==> config.mk <==
export PLATFORM = sky130hd
export DESIGN_NAME = ps2_scan_decoder
export DESIGN_NICKNAME = d
export VERILOG_FILES = /design/src/rtl/ps2_pkg.sv /design/src/rtl/ps2_sync_filter.sv /design/src/rtl/ps2_scan_decoder.sv
export SDC_FILE = /design/constraint.sdc
export NUM_CORES = 1
export LEC_CHECK = 0
export ABC_CLOCK_PERIOD_IN_PS = 2500
export CORE_ASPECT_RATIO = 1.2
export CORE_UTILIZATION = 41
export CTS_BUF_LIST = sky130_fd_sc_hd__clkbuf_4 sky130_fd_sc_hd__clkbuf_8
export CTS_CLUSTER_SIZE = 8
export DETAILED_ROUTE_END_ITERATION = 16
export HOLD_SLACK_MARGIN = 0.12
export PLACE_DENSITY = 0.6
export SLEW_MARGIN = 15
export SYNTH_ARGS = -nofsm -noshare
export SYNTH_HDL_FRONTEND = slang
export SYNTH_SLANG_ARGS = --single-unit
==> constraint.sdc <==
create_clock -name clk -period 2.5 [get_ports clk]
set_input_delay 0.75 -clock clk [delete_from_list [all_inputs] [get_ports clk]]
set_output_delay 0.75 -clock clk [all_outputs]
set_load 0.02 [all_outputs]
==> src/rtl/ps2_pkg.sv <==
// Shared types and constants for the PS/2 keyboard receiver.
package ps2_pkg;

  // Deserializer states:
  // state  | meaning
  // IDLE   | waiting for a start bit (strobe with data 0)
  // DATA   | shifting in the 8 data bits, LSB first
  // PARITY | capturing the odd-parity bit
  // STOP   | checking the stop bit and parity, then accept or reject
  typedef enum logic [1:0] {
    IDLE   = 2'd0,
    DATA   = 2'd1,
    PARITY = 2'd2,
    STOP   = 2'd3
  } ps2_state_t;

  // Scan-code prefix bytes: extended key and key release.
  localparam logic [7:0] PS2_EXT = 8'hE0;
  localparam logic [7:0] PS2_BRK = 8'hF0;

endpackage

==> src/rtl/ps2_sync_filter.sv <==
// Pin conditioning for the PS/2 port: 2-FF synchronizers on both pins,
// a run-length de-glitch filter on the clock, and a matching delay on the
// data so the data sample taken at a filtered falling edge reflects the
// pin value while the device held the clock low. FILTER_LEN must be >= 2.
module ps2_sync_filter
  import ps2_pkg::*;
#(
  parameter int FILTER_LEN = 8
) (
  input  logic clk,
  input  logic reset_n,
  input  logic ps2_clk_async,
  input  logic ps2_data_async,
  output logic ps2_clk_filt,
  output logic ps2_data_aligned,
  output logic fall_stb
);

  localparam int CW = $clog2(FILTER_LEN + 1);
  localparam logic [CW-1:0] FLT_LAST = CW'(FILTER_LEN - 1);

  logic [1:0]            clk_sync;
  logic [1:0]            data_sync;
  logic [CW-1:0]         flt_cnt;
  logic [FILTER_LEN-1:0] data_dly;

  // Bring both pins into the clk domain; idle level of the bus is high.
  always_ff @(posedge clk) begin
    if (!reset_n) begin
      clk_sync  <= 2'b11;
      data_sync <= 2'b11;
    end else begin
      clk_sync  <= {clk_sync[0], ps2_clk_async};
      data_sync <= {data_sync[0], ps2_data_async};
    end
  end

  // Flip the filtered clock only after FILTER_LEN consecutive differing samples; flag falls.
  always_ff @(posedge clk) begin
    if (!reset_n) begin
      ps2_clk_filt <= 1'b1;
      flt_cnt      <= '0;
      fall_stb     <= 1'b0;
    end else begin
      fall_stb <= 1'b0;
      if (clk_sync[1] == ps2_clk_filt) begin
        flt_cnt <= '0;
      end else if (flt_cnt == FLT_LAST) begin
        ps2_clk_filt <= clk_sync[1];
        flt_cnt      <= '0;
        fall_stb     <= ps2_clk_filt;
      end else begin
        flt_cnt <= flt_cnt + 1'b1;
      end
    end
  end

  // Delay data by the filter length so it lines up with the filtered edge.
  always_ff @(posedge clk) begin
    if (!reset_n) begin
      data_dly <= '1;
    end else begin
      data_dly <= {data_dly[FILTER_LEN-2:0], data_sync[1]};
    end
  end

  assign ps2_data_aligned = data_dly[FILTER_LEN-1];

endmodule

==> src/rtl/ps2_scan_decoder.sv <==
// PS/2 keyboard receiver: deserializes 11-bit device-to-host frames, holds
// the last good byte on scan_code and reports key events qualified by the
// E0 (extended) and F0 (break) prefixes that preceded them.
module ps2_scan_decoder
  import ps2_pkg::*;
#(
  parameter int FILTER_LEN  = 8,
  parameter int TIMEOUT_CYC = 10000
) (
  input  logic       clk,
  input  logic       reset_n,
  input  logic       ps2_clk_async,
  input  logic       ps2_data_async,
  output logic [7:0] scan_code,
  output logic       scan_valid,
  output logic       frame_err,
  output logic       key_valid,
  output logic       key_ext,
  output logic       key_break
);

  localparam int TW = $clog2(TIMEOUT_CYC + 1);
  localparam logic [TW-1:0] TMO_LAST = TW'(TIMEOUT_CYC - 1);

  logic       ps2_clk_filt;
  logic       ps2_data_aligned;
  logic       fall_stb;
  logic       bit_stb;
  logic       tmo_hit;
  ps2_state_t state;
  logic [2:0] bit_cnt;
  logic [7:0] shift_reg;
  logic       parity_bit;
  logic       ext_pending;
  logic       brk_pending;
  logic [TW-1:0] tmo_cnt;

  ps2_sync_filter #(
    .FILTER_LEN (FILTER_LEN)
  ) u_sync_filter (
    .clk              (clk),
    .reset_n          (reset_n),
    .ps2_clk_async    (ps2_clk_async),
    .ps2_data_async   (ps2_data_async),
    .ps2_clk_filt     (ps2_clk_filt),
    .ps2_data_aligned (ps2_data_aligned),
    .fall_stb         (fall_stb)
  );

  // Bits are taken only while the filtered clock is low, i.e. on its falling edge.
  assign bit_stb = fall_stb & ~ps2_clk_filt;
  // The TIMEOUT_CYC-th consecutive strobe-less cycle inside a frame aborts it.
  assign tmo_hit = (state != IDLE) && !bit_stb && (tmo_cnt == TMO_LAST);

  // Count quiet cycles inside a frame; any strobe or return to IDLE restarts it.
  always_ff @(posedge clk) begin
    if (!reset_n) begin
      tmo_cnt <= '0;
    end else if ((state == IDLE) || bit_stb || tmo_hit) begin
      tmo_cnt <= '0;
    end else begin
      tmo_cnt <= tmo_cnt + 1'b1;
    end
  end

  // Frame FSM with shifter, parity/stop check, prefix tracking and registered pulses.
  always_ff @(posedge clk) begin
    if (!reset_n) begin
      state       <= IDLE;
      bit_cnt     <= 3'd0;
      shift_reg   <= 8'h00;
      parity_bit  <= 1'b0;
      ext_pending <= 1'b0;
      brk_pending <= 1'b0;
      scan_code   <= 8'h00;
      scan_valid  <= 1'b0;
      frame_err   <= 1'b0;
      key_valid   <= 1'b0;
      key_ext     <= 1'b0;
      key_break   <= 1'b0;
    end else begin
      scan_valid <= 1'b0;
      frame_err  <= 1'b0;
      key_valid  <= 1'b0;
      key_ext    <= 1'b0;
      key_break  <= 1'b0;
      if (tmo_hit) begin
        // A stalled frame also invalidates any half-received prefix sequence.
        frame_err   <= 1'b1;
        state       <= IDLE;
        ext_pending <= 1'b0;
        brk_pending <= 1'b0;
      end else if (bit_stb) begin
        case (state)
          IDLE: begin
            if (!ps2_data_aligned) begin
              state   <= DATA;
              bit_cnt <= 3'd0;
            end
          end
          DATA: begin
            shift_reg <= {ps2_data_aligned, shift_reg[7:1]};
            bit_cnt   <= bit_cnt + 3'd1;
            if (bit_cnt == 3'd7) begin
              state <= PARITY;
            end
          end
          PARITY: begin
            parity_bit <= ps2_data_aligned;
            state      <= STOP;
          end
          STOP: begin
            state <= IDLE;
            if (ps2_data_aligned && (^{shift_reg, parity_bit})) begin
              scan_code  <= shift_reg;
              scan_valid <= 1'b1;
              if (shift_reg == PS2_EXT) begin
                ext_pending <= 1'b1;
              end else if (shift_reg == PS2_BRK) begin
                brk_pending <= 1'b1;
              end else begin
                key_valid   <= 1'b1;
                key_ext     <= ext_pending;
                key_break   <= brk_pending;
                ext_pending <= 1'b0;
                brk_pending <= 1'b0;
              end
            end else begin
              frame_err <= 1'b1;
            end
          end
          default: state <= IDLE;
        endcase
      end
    end
  end

endmodule

Word-level counts from Yosys, hierarchy flattened

Cells that the tools add are included.

Register bits: 61
Input bits: 4
Output and inout port bits: 13
Logic and storage cells: 83

$add $sub $neg: 3
Equality and inequality tests: 12
Muxes and demuxes: 14
Bitwise operators: 10
Reduce and logical (&&, ||, !) cells: 25

Operators with widths:

| operator                                                         | number |
|---|---|
| 8-bit == test (second input constant)                            | 2 |
| 4-bit AND reduction                                              | 4 |
| 14-bit by 1-bit adder with 14-bit output (second input constant) | 1 |
| 14-bit == test (second input constant)                           | 1 |
| 1-bit 2-to-1 mux                                                 | 9 |
| 1-bit NOT                                                        | 9 |
| 3-bit AND reduction                                              | 3 |
| 9-bit parity                                                     | 1 |
| 2-bit case mux with 4 select lines                               | 1 |
| 7-bit OR reduction                                               | 1 |
| 2-bit != test (second input constant)                            | 3 |
| 3-bit case mux with 2 select lines                               | 1 |
| 3-bit OR reduction                                               | 2 |
| 6-bit OR reduction                                               | 1 |
| 4-bit by 1-bit adder with 4-bit output (second input constant)   | 1 |
| 2-bit == test (second input constant)                            | 2 |
| 4-bit by 3-bit == test with 1-bit output (second input constant) | 1 |
| 2-bit 2-to-1 mux                                                 | 2 |
| 2-bit nonzero test                                               | 2 |
| 2-bit OR reduction                                               | 2 |
| 4-bit OR reduction                                               | 1 |
| 3-bit by 1-bit adder with 3-bit output (second input constant)   | 1 |
| 3-bit == test (second input constant)                            | 1 |
| 1-bit logical AND                                                | 3 |
| 8 further kinds                                                  | 9 |

Longest topological paths before layout

Gate-level depths: netlist of run 1.

Word-level depth: 7
Mapped depth: 6
Depth with buffers taken out: 6

Cells and area by module

From an unflattened synthesis of run 1, not the netlist that was laid out.

Cells, all modules: 259
Area, all modules: 2549.9 um^2

Modules (own cells, without submodules):

| module           | instances | cells each | area an instance (um^2) | seq. area each (um^2) |
|---|---|---|---|---|
| ps2_scan_decoder | 1         | 212        | 1978.1                  | 860.8 |
| ps2_sync_filter  | 1         | 47         | 571.8                   | 360.3 |

Worst setup path after synthesis of run 1

OpenSTA, ideal clock, no wires.

Path kind: register -> register
Start: register shift_reg[1]
End: register scan_code[0]
Setup time: 0.072 ns
Arrival: 1.672 ns
Required time: 2.428 ns
Slack: 0.757 ns
Cell stages (with the launch flop): 6
Path buffers: 1
Clock period less this slack: 1.743 ns
Cells stage by stage: dfxtp_1 -> xnor3_1 -> xnor3_2 -> mux2i_1 -> buf_6 -> mux2i_1

Longest elaborated chain between the ends: 3

Ends and longest elaborated chain:

| what                                 | line                    | RTL |
|---|---|---|
| from (decl)                          | ps2_scan_decoder.sv:32  | `logic [7:0] shift_reg;` |
| from (signal assigned)               | ps2_scan_decoder.sv:102 | `shift_reg <= {ps2_data_aligned, shift_reg[7:1]};` |
| 9-bit parity                         | ps2_scan_decoder.sv:114 | `if (ps2_data_aligned && (^{shift_reg, parity_bit})) begin` |
| 1-bit logical AND                    | ps2_scan_decoder.sv:114 |  |
| 4-bit AND reduction (no source line) | --                      |  |
| to (signal assigned)                 | ps2_scan_decoder.sv:115 | `scan_code <= shift_reg;` |
| to (decl)                            | ps2_scan_decoder.sv:14  | `output logic [7:0] scan_code,` |

No other way between the ends.
A chain may end at the register's enable or synchronous reset.

Final worst setup path of run 1

Start: register scan_code[3]
End: output scan_code[3]

No word-level cell between the ends.

==> results of run 1 <==
cells in the mapped netlist (2+ instances only):
cell      number  area, µm²
nand4_1        2      12.51
o21ai_0        3      15.01
nand2b_1      16      100.1
xnor2_1       13      113.9
nand3b_1       2      15.01
nor2_1        31      116.4
nand4b_1       4      35.03
mux2i_1       21      210.2
a22oi_1        2      15.01
nor4_1         4      25.02
and4b_1        2      20.02
a211oi_1       2      15.01
xor2_1         6      52.55
dfxtp_1       61       1221
nand2_1       28      105.1
nor3_1         8      40.04
nand3_1        9      45.04
buf_6          2      22.52
clkbuf_1       5      18.77
inv_1         10      37.54
ha_1           8      100.1
a21oi_1        4      20.02
worst paths after layout:
path,start,to,slack (ps),cells past startpoint
max,scan_code[3],scan_code[3],460,1
min,u_sync_filter.data_dly[2],u_sync_filter.data_dly[3],410,1
max reg2reg,tmo_cnt[7],tmo_cnt[10],530,4
min reg2reg,u_sync_filter.data_dly[2],u_sync_filter.data_dly[3],410,1
layer usage:
metal	global-route usage	routed length [µm]	vias up
met4	0.08392	90	0
met2	0.2127	1698	21
li1	-	-	930
met5	0	0	-
met1	0.2084	2243	796
met3	0.04897	143	9
power by group:
| group | switching, mW | internal (mW) |
|---|---|---|
| combinational | 0.0156 | 0.0127 |
| clock | 0.381 | 0.687 |
| sequential | 0.00148 | 0.976 |
| total | 0.398 | 1.68 |
layout make-up:
cell class	instances	area (µm²)	area share
Inverter	10	37.54	0.01232
Sequential cell	61	1221	0.4007
Clock inverter	6	110.1	0.03612
Tap cell	82	102.6	0.03366
Clock buffer	10	137.6	0.04516
Multi-Input combinational cell	181	1241	0.4072
Timing Repair Buffer	21	197.7	0.06486
cells by family (layout without fill, tap and decap cells):
logic type / after synthesis / in the layout / share of synthesized area
compound gates: 16 / 16 / 0.04185
mux: 21 / 21 / 0.08272
simple gates: 114 / 114 / 0.2344
xor+xnor: 22 / 22 / 0.09010
fa+ha+maj: 8 / 8 / 0.03939
flops: 61 / 61 / 0.4806
buf+inv: 17 / 47 / 0.03102
==> summary.txt, run 1 <==
Run status
  – Outcome: finished clean

Worst setup path
  – CP required: 1750 ps
  – Buf/Inv on CP: 1
  – CP max stage delay: 620 ps
  – Crit-path cells: clkdlybuf4s50_1
  – Startpoint type of the worst setup path: flip-flop
  – Worst-path maximum fanout: 2
  – CP max stage cell: clkdlybuf4s50_1
  – Largest delay share family, worst path: buffers and inverters
  – CP arrival: ~1300 ps
  – Crit. End Element: output pin
  – Setup CP Type: reg2out

Cells and area
  – Synthesis-to-layout area growth: 19.94%
  – Final #Nets: 296
  – Non-Filler Instances: approximately 370
  – Largest register by flop count: tmo_cnt
  – N_diodes: 0
  – Most frequent cells in the layout: dfxtp_1 (61), nor2_1 (31), nand2_1 (28), mux2i_1 (21)
  – Layout fillers: 580
  – Max reg flops: 14
  – Utilization after layout: 0.5070
  – Commonest non-fill, non-tap cell in the layout: dfxtp_1
  – Finished Cell Area: between 3000 and 4000 µm²
  – Ratio of cells with drive above 1 in the final layout: 0.08997

Timing
  – Min cycle time layout: 2043 ps
  – RSZ-0062 raised after global routing: false
  – Fmax: 0.4896 GHz
  – Setup violations, final: 0
  – Setup TNS: 0 ps
  – Min Hold Slack: 408.8 ps
  – Post-route worst setup slack: 457.4 ps
  – Slew at the pin with the worst max-slew slack: a little under 600 ps
  – Tcrit/Tclk final: 0.8171
  – Pins Over Slew Limit: 0
  – Max_slew headroom: 0.6118
  – Setup Skew: around 12 ps
  – Final Hold Viols: 0

Placed design
  – Placer Congestion: 0.7506
  – Input/output buffers: 16
  – Post-DP HPWL: 2862 µm
  – Post-Place Cells: around 360
  – Place WS: ~310 ps
  – DP Area: between 2000 and 3000 µm²

Clock network
  – Max Root-Sink Buffers: 2
  – Clock Latency Late Sink: 340 ps
  – Post-CTS Setup Repair Bufs: 0
  – CTS clk-pin slew, worst paths: 70 ps
  – TritonCTS buffer count: 9
  – TritonCTS clock tree: done
  – Num Clock Sinks: 61
  – Post-CTS Hold Fix Bufs: 0
  – H-tree lvl count: 3
  – CTS resizes: 0
  – Root Buffer: clkbuf_8

Power and ir drop
  – Leakage: around 1.1 nW
  – Total Power: 2.074 mW
  – Pwr/cell area: slightly below 700 nW/µm²
  – Worst vdd ir: 375.1 µV

Global routing
  – GRT Total Usage: 0.1528
  – Largest net degree at the start of global routing: 19
  – First-pass GRT wire length: 7479 µm
  – Vias in the first global route: 1640
  – Gr ovfl total: 0
  – Antenna violations before repair: 0

Run
  – Max_cap viols: 0

Logic synthesis
  – Post-Synthesis Cells: between 200 and 300
  – Ys Warns: 0
  – Most used DFF post-synth: dfxtp_1
  – Post-synthesis cell type count: 38
  – Mapped cell area: 2541 µm²
  – Synth Net Count: 271
  – Post-synthesis sequential area ratio: 0.4806
  – Syn_area_per_cell: just under 10 µm²
  – #FFs+latches synth: slightly above 60
  – Number of enable flip-flop cells after synthesis: 0
  – Ys async rst share: 0

Routing
  – DR pass1 iterations: 4
  – Final ANT Viol Nets: 0
  – WL/cell: 11.26 µm
  – Remaining DRCs: 0
  – DR iter-0 viols: 75
  – Vias per cell: between 4 and 5
  – Via Count: 1756
  – Final wirelength: 4176 µm

Floorplan
  – Total core area: 6012 µm²
  – Die ar.: 6518 µm²
  – Initial Util: 0.4227
  – Standard-cell rows: 31
  – Die height: between 80 and 90 µm
  – Die width: approximately 74 µm
  – Number of I/O pins: 17

Worst hold path
  – Hold WC Path Type: reg2reg
Note: power is estimated with default switching activity, not from simulation.
==> inputs of run 2 (changes only) <==
ABC_CLOCK_PERIOD_IN_PS = 1730   (was 2500)
PLACE_DENSITY = 0.62   (was 0.6)
clock period = 1.73 ns   (was 2.5 ns; I/O delays follow)
==> run 2 against run 1 <==
Die area is the same. Clock power up 17%. Critical path type is now reg2reg. Largest power group is now sequential cells. Count of clock-buffer cells in the layout up 2. Sequential power increased by 44%.
==> summary.txt, run 2 (synthesis results as in run 1) <==
Routing
  – DR pass1 iterations: 4 (unchanged)
  – Final ANT Viol Nets: 0 (unchanged)
  – Via Count: 1864 (was 1756)
  – DR iter-0 viols: 110 (was 75)
  – Vias per cell: 4.743 (was 4.733)
  – Remaining DRCs: 0 (unchanged)
  – Final wirelength: 4378 µm (was 4176 µm)
  – WL/cell: 11.14 µm (was 11.26 µm)

Floorplan
  – Standard-cell rows: 31 (unchanged)
  – Die ar.: 6518 µm² (unchanged)
  – Initial Util: 0.4227 (unchanged)
  – Die height: 88.24 µm (unchanged)
  – Number of I/O pins: 17 (unchanged)
  – Total core area: 6012 µm² (unchanged)
  – Die width: 73.87 µm (unchanged)

Worst hold path
  – WHS Endpoint: u_sync_filter.data_dly[7] (was u_sync_filter.data_dly[3])
  – Hold_sp: u_sync_filter.data_dly[6] (was u_sync_filter.data_dly[2])
  – Hold WC Path Type: reg2reg (unchanged)
  – Hold Path Depth: 1 (unchanged)

Clock network
  – Num Clock Sinks: 61 (unchanged)
  – Max Root-Sink Buffers: 2 (unchanged)
  – Root Buffer: clkbuf_8 (unchanged)
  – TritonCTS clock tree: done (unchanged)
  – CTS clk-pin slew, worst paths: 60 ps (was 70 ps)
  – H-tree lvl count: 3 (unchanged)
  – TritonCTS buffer count: 9 (unchanged)
  – Post-CTS Hold Fix Bufs: 0 (unchanged)
  – Clock Latency Late Sink: 330 ps (was 340 ps)

Cells and area
  – Most frequent cells in the layout: dfxtp_1 (59), nor2_1 (31), nand2_1 (28), buf_4 (25), mux2i_1 (20) (was dfxtp_1 (61), nor2_1 (31), nand2_1 (28), mux2i_1 (21))
  – Ratio of cells with drive above 1 in the final layout: 0.1736 (was 0.08997)
  – Max reg flops: 14 (unchanged)
  – Layout fillers: 549 (was 580)
  – Finished Cell Area: 3211 µm² (was 3048 µm²)
  – N_diodes: 0 (unchanged)
  – Final #Nets: 318 (was 296)
  – Commonest non-fill, non-tap cell in the layout: dfxtp_1 (unchanged)
  – Register area: 1224 µm² (was 1221 µm²)
  – Synthesis-to-layout area growth: 26.34% (was 19.94%)
  – Largest register by flop count: tmo_cnt (unchanged)
  – Non-Filler Instances: 393 (was 371)
  – Multi-input logic area: 1275 µm² (was 1241 µm²)

Timing
  – Min Hold Slack: 406.7 ps (was 408.8 ps)
  – Pins Over Slew Limit: 0 (unchanged)
  – Max_slew headroom: 0.6087 (was 0.6118)
  – Setup Skew: 7.666 ps (was 12.02 ps)
  – Final Hold Viols: 0 (unchanged)
  – Fmax: 0.5808 GHz
  – Slew at the pin with the worst max-slew slack: 582.8 ps (was 581.2 ps)
  – Min cycle time layout: 1722 ps
  – Tcrit/Tclk final: 0.9952
  – RSZ-0062 raised after global routing: true (was false)
  – Post-route worst setup slack: 8.289 ps (was 457.4 ps)
  – Setup violations, final: 0 (unchanged)

Power and ir drop
  – Pwr/cell area: 845.0 nW/µm² (was 680.5 nW/µm²)
  – Worst vdd ir: 860.1 µV (was 375.1 µV)
  – Leakage: 1.310 nW (was 1.113 nW)
  – Total Power: 2.713 mW (was 2.074 mW)

Worst setup path
  – Register-to-Register Path Depth: 4 (unchanged)
  – Crit-path cells: or4_4, nor4_4, a21o_2, and4b_1 (was clkdlybuf4s50_1)
  – Crit. End Element: flip-flop (was output pin)
  – CP arrival: 1950 ps (was 1290 ps)
  – Startpoint type of the worst setup path: flip-flop (unchanged)
  – Crit Reg-Reg Endpoint: key_break (was tmo_cnt[10])
  – Worst reg2reg startpoint: tmo_cnt[7] (unchanged)
  – CP required: 1950 ps (was 1750 ps)
  – Largest delay share family, worst path: simple AND/OR/NAND/NOR gates (was buffers and inverters)
  – CP max stage cell: or4_4 (was clkdlybuf4s50_1)
  – Critical path startpoint: tmo_cnt[7] (was scan_code[3])
  – Worst-path maximum fanout: 6 (was 2)
  – Reg2reg setup slack: 8 ps (was 530 ps)
  – CP max stage delay: 540 ps (was 620 ps)
  – Setup CP Type: reg2reg (was reg2out)
  – Buf/Inv on CP: 0 (was 1)

Placed design
  – Input/output buffers: 16 (unchanged)
  – Post-DP HPWL: 3196 µm (was 2862 µm)
  – Placer Congestion: 0.7394 (was 0.7506)
  – DP Area: 2988 µm² (was 2800 µm²)
  – Post-Place Cells: 376 (was 355)
  – Place WS: -31.95 ps (was 308.8 ps)

Global routing
  – Met3 Use GR: 0.05809 (was 0.04897)
  – Vias in the first global route: 1667 (was 1640)
  – First-pass GRT wire length: 7590 µm (was 7479 µm)
  – Grt peak-use layer: met2 (unchanged)
  – Antenna violations before repair: 0 (unchanged)
  – GRT Total Usage: 0.1571 (was 0.1528)
  – Met2 GRT Util: 0.2244 (was 0.2127)
  – Largest net degree at the start of global routing: 24 (was 19)
  – Gr ovfl total: 0 (unchanged)
  – GR Util met1: 0.2097 (was 0.2084)

Run
  – Max_cap viols: 0 (unchanged)

Run status
  – Outcome: finished clean (unchanged)
-- run 2: power by group --
group	switching, mW	internal (mW)	leakage (nW)
Combinational	0.0239	0.0225	0.713
Clock	0.522	0.731	0.103
Sequential	0.00214	1.41	0.494
-- run 2: layout make-up --
type | count | area share
Multi-Input combinational cell | 181 | 0.3971
Sequential cell | 61 | 0.3811
Timing Repair Buffer | 43 | 0.1157
Clock buffer | 12 | 0.04754
Tap cell | 82 | 0.03196
Clock inverter | 4 | 0.01481
Inverter | 10 | 0.01169
-- run 2: worst max-delay path by stage --
stage | end | slack, ps | cells past startpoint
3_5_place_dp | key_break | -30 | 4
4_1_cts | key_break | -20 | 4
3_3_place_gp | tmo_cnt[7] | 10 | 5
6_report | key_break | 8 | 4
5_1_grt | key_break | -110 | 4
2_1_floorplan | scan_code[0] | 40 | 5
-- run 2: metal layers --
layer / vias up / wire length, µm / part of all wire
met1: 853 / 2247 / 0.51
met3: 8 / 140 / 0.032
met5: - / 0 / 0
met4: 0 / 91 / 0.021
li1: 975 / - / -
met2: 28 / 1900 / 0.43
-- run 2: timing repair --
item,in CTS,in global routing
gates resized for setup,13,5
setup endpoints to repair,17,31
pin swaps,1,1
buffers inserted,1,0
-- run 2: per-stage QoR --
stage | setup TNS (ps) | util
2_1_floorplan | 0 | -
3_3_place_gp | 0 | 0.4970
3_5_place_dp | -53.42 | 0.4970
4_1_cts | -30.86 | 0.5288
5_1_grt | -1632 | 0.5340
6_report | 0 | 0.5340
==> inputs of run 3 (changes only) <==
CAP_MARGIN = 20   (was not set)
==> results of run 3 <==
No change in the layout: final DEF, timing and power equal those of run 2.
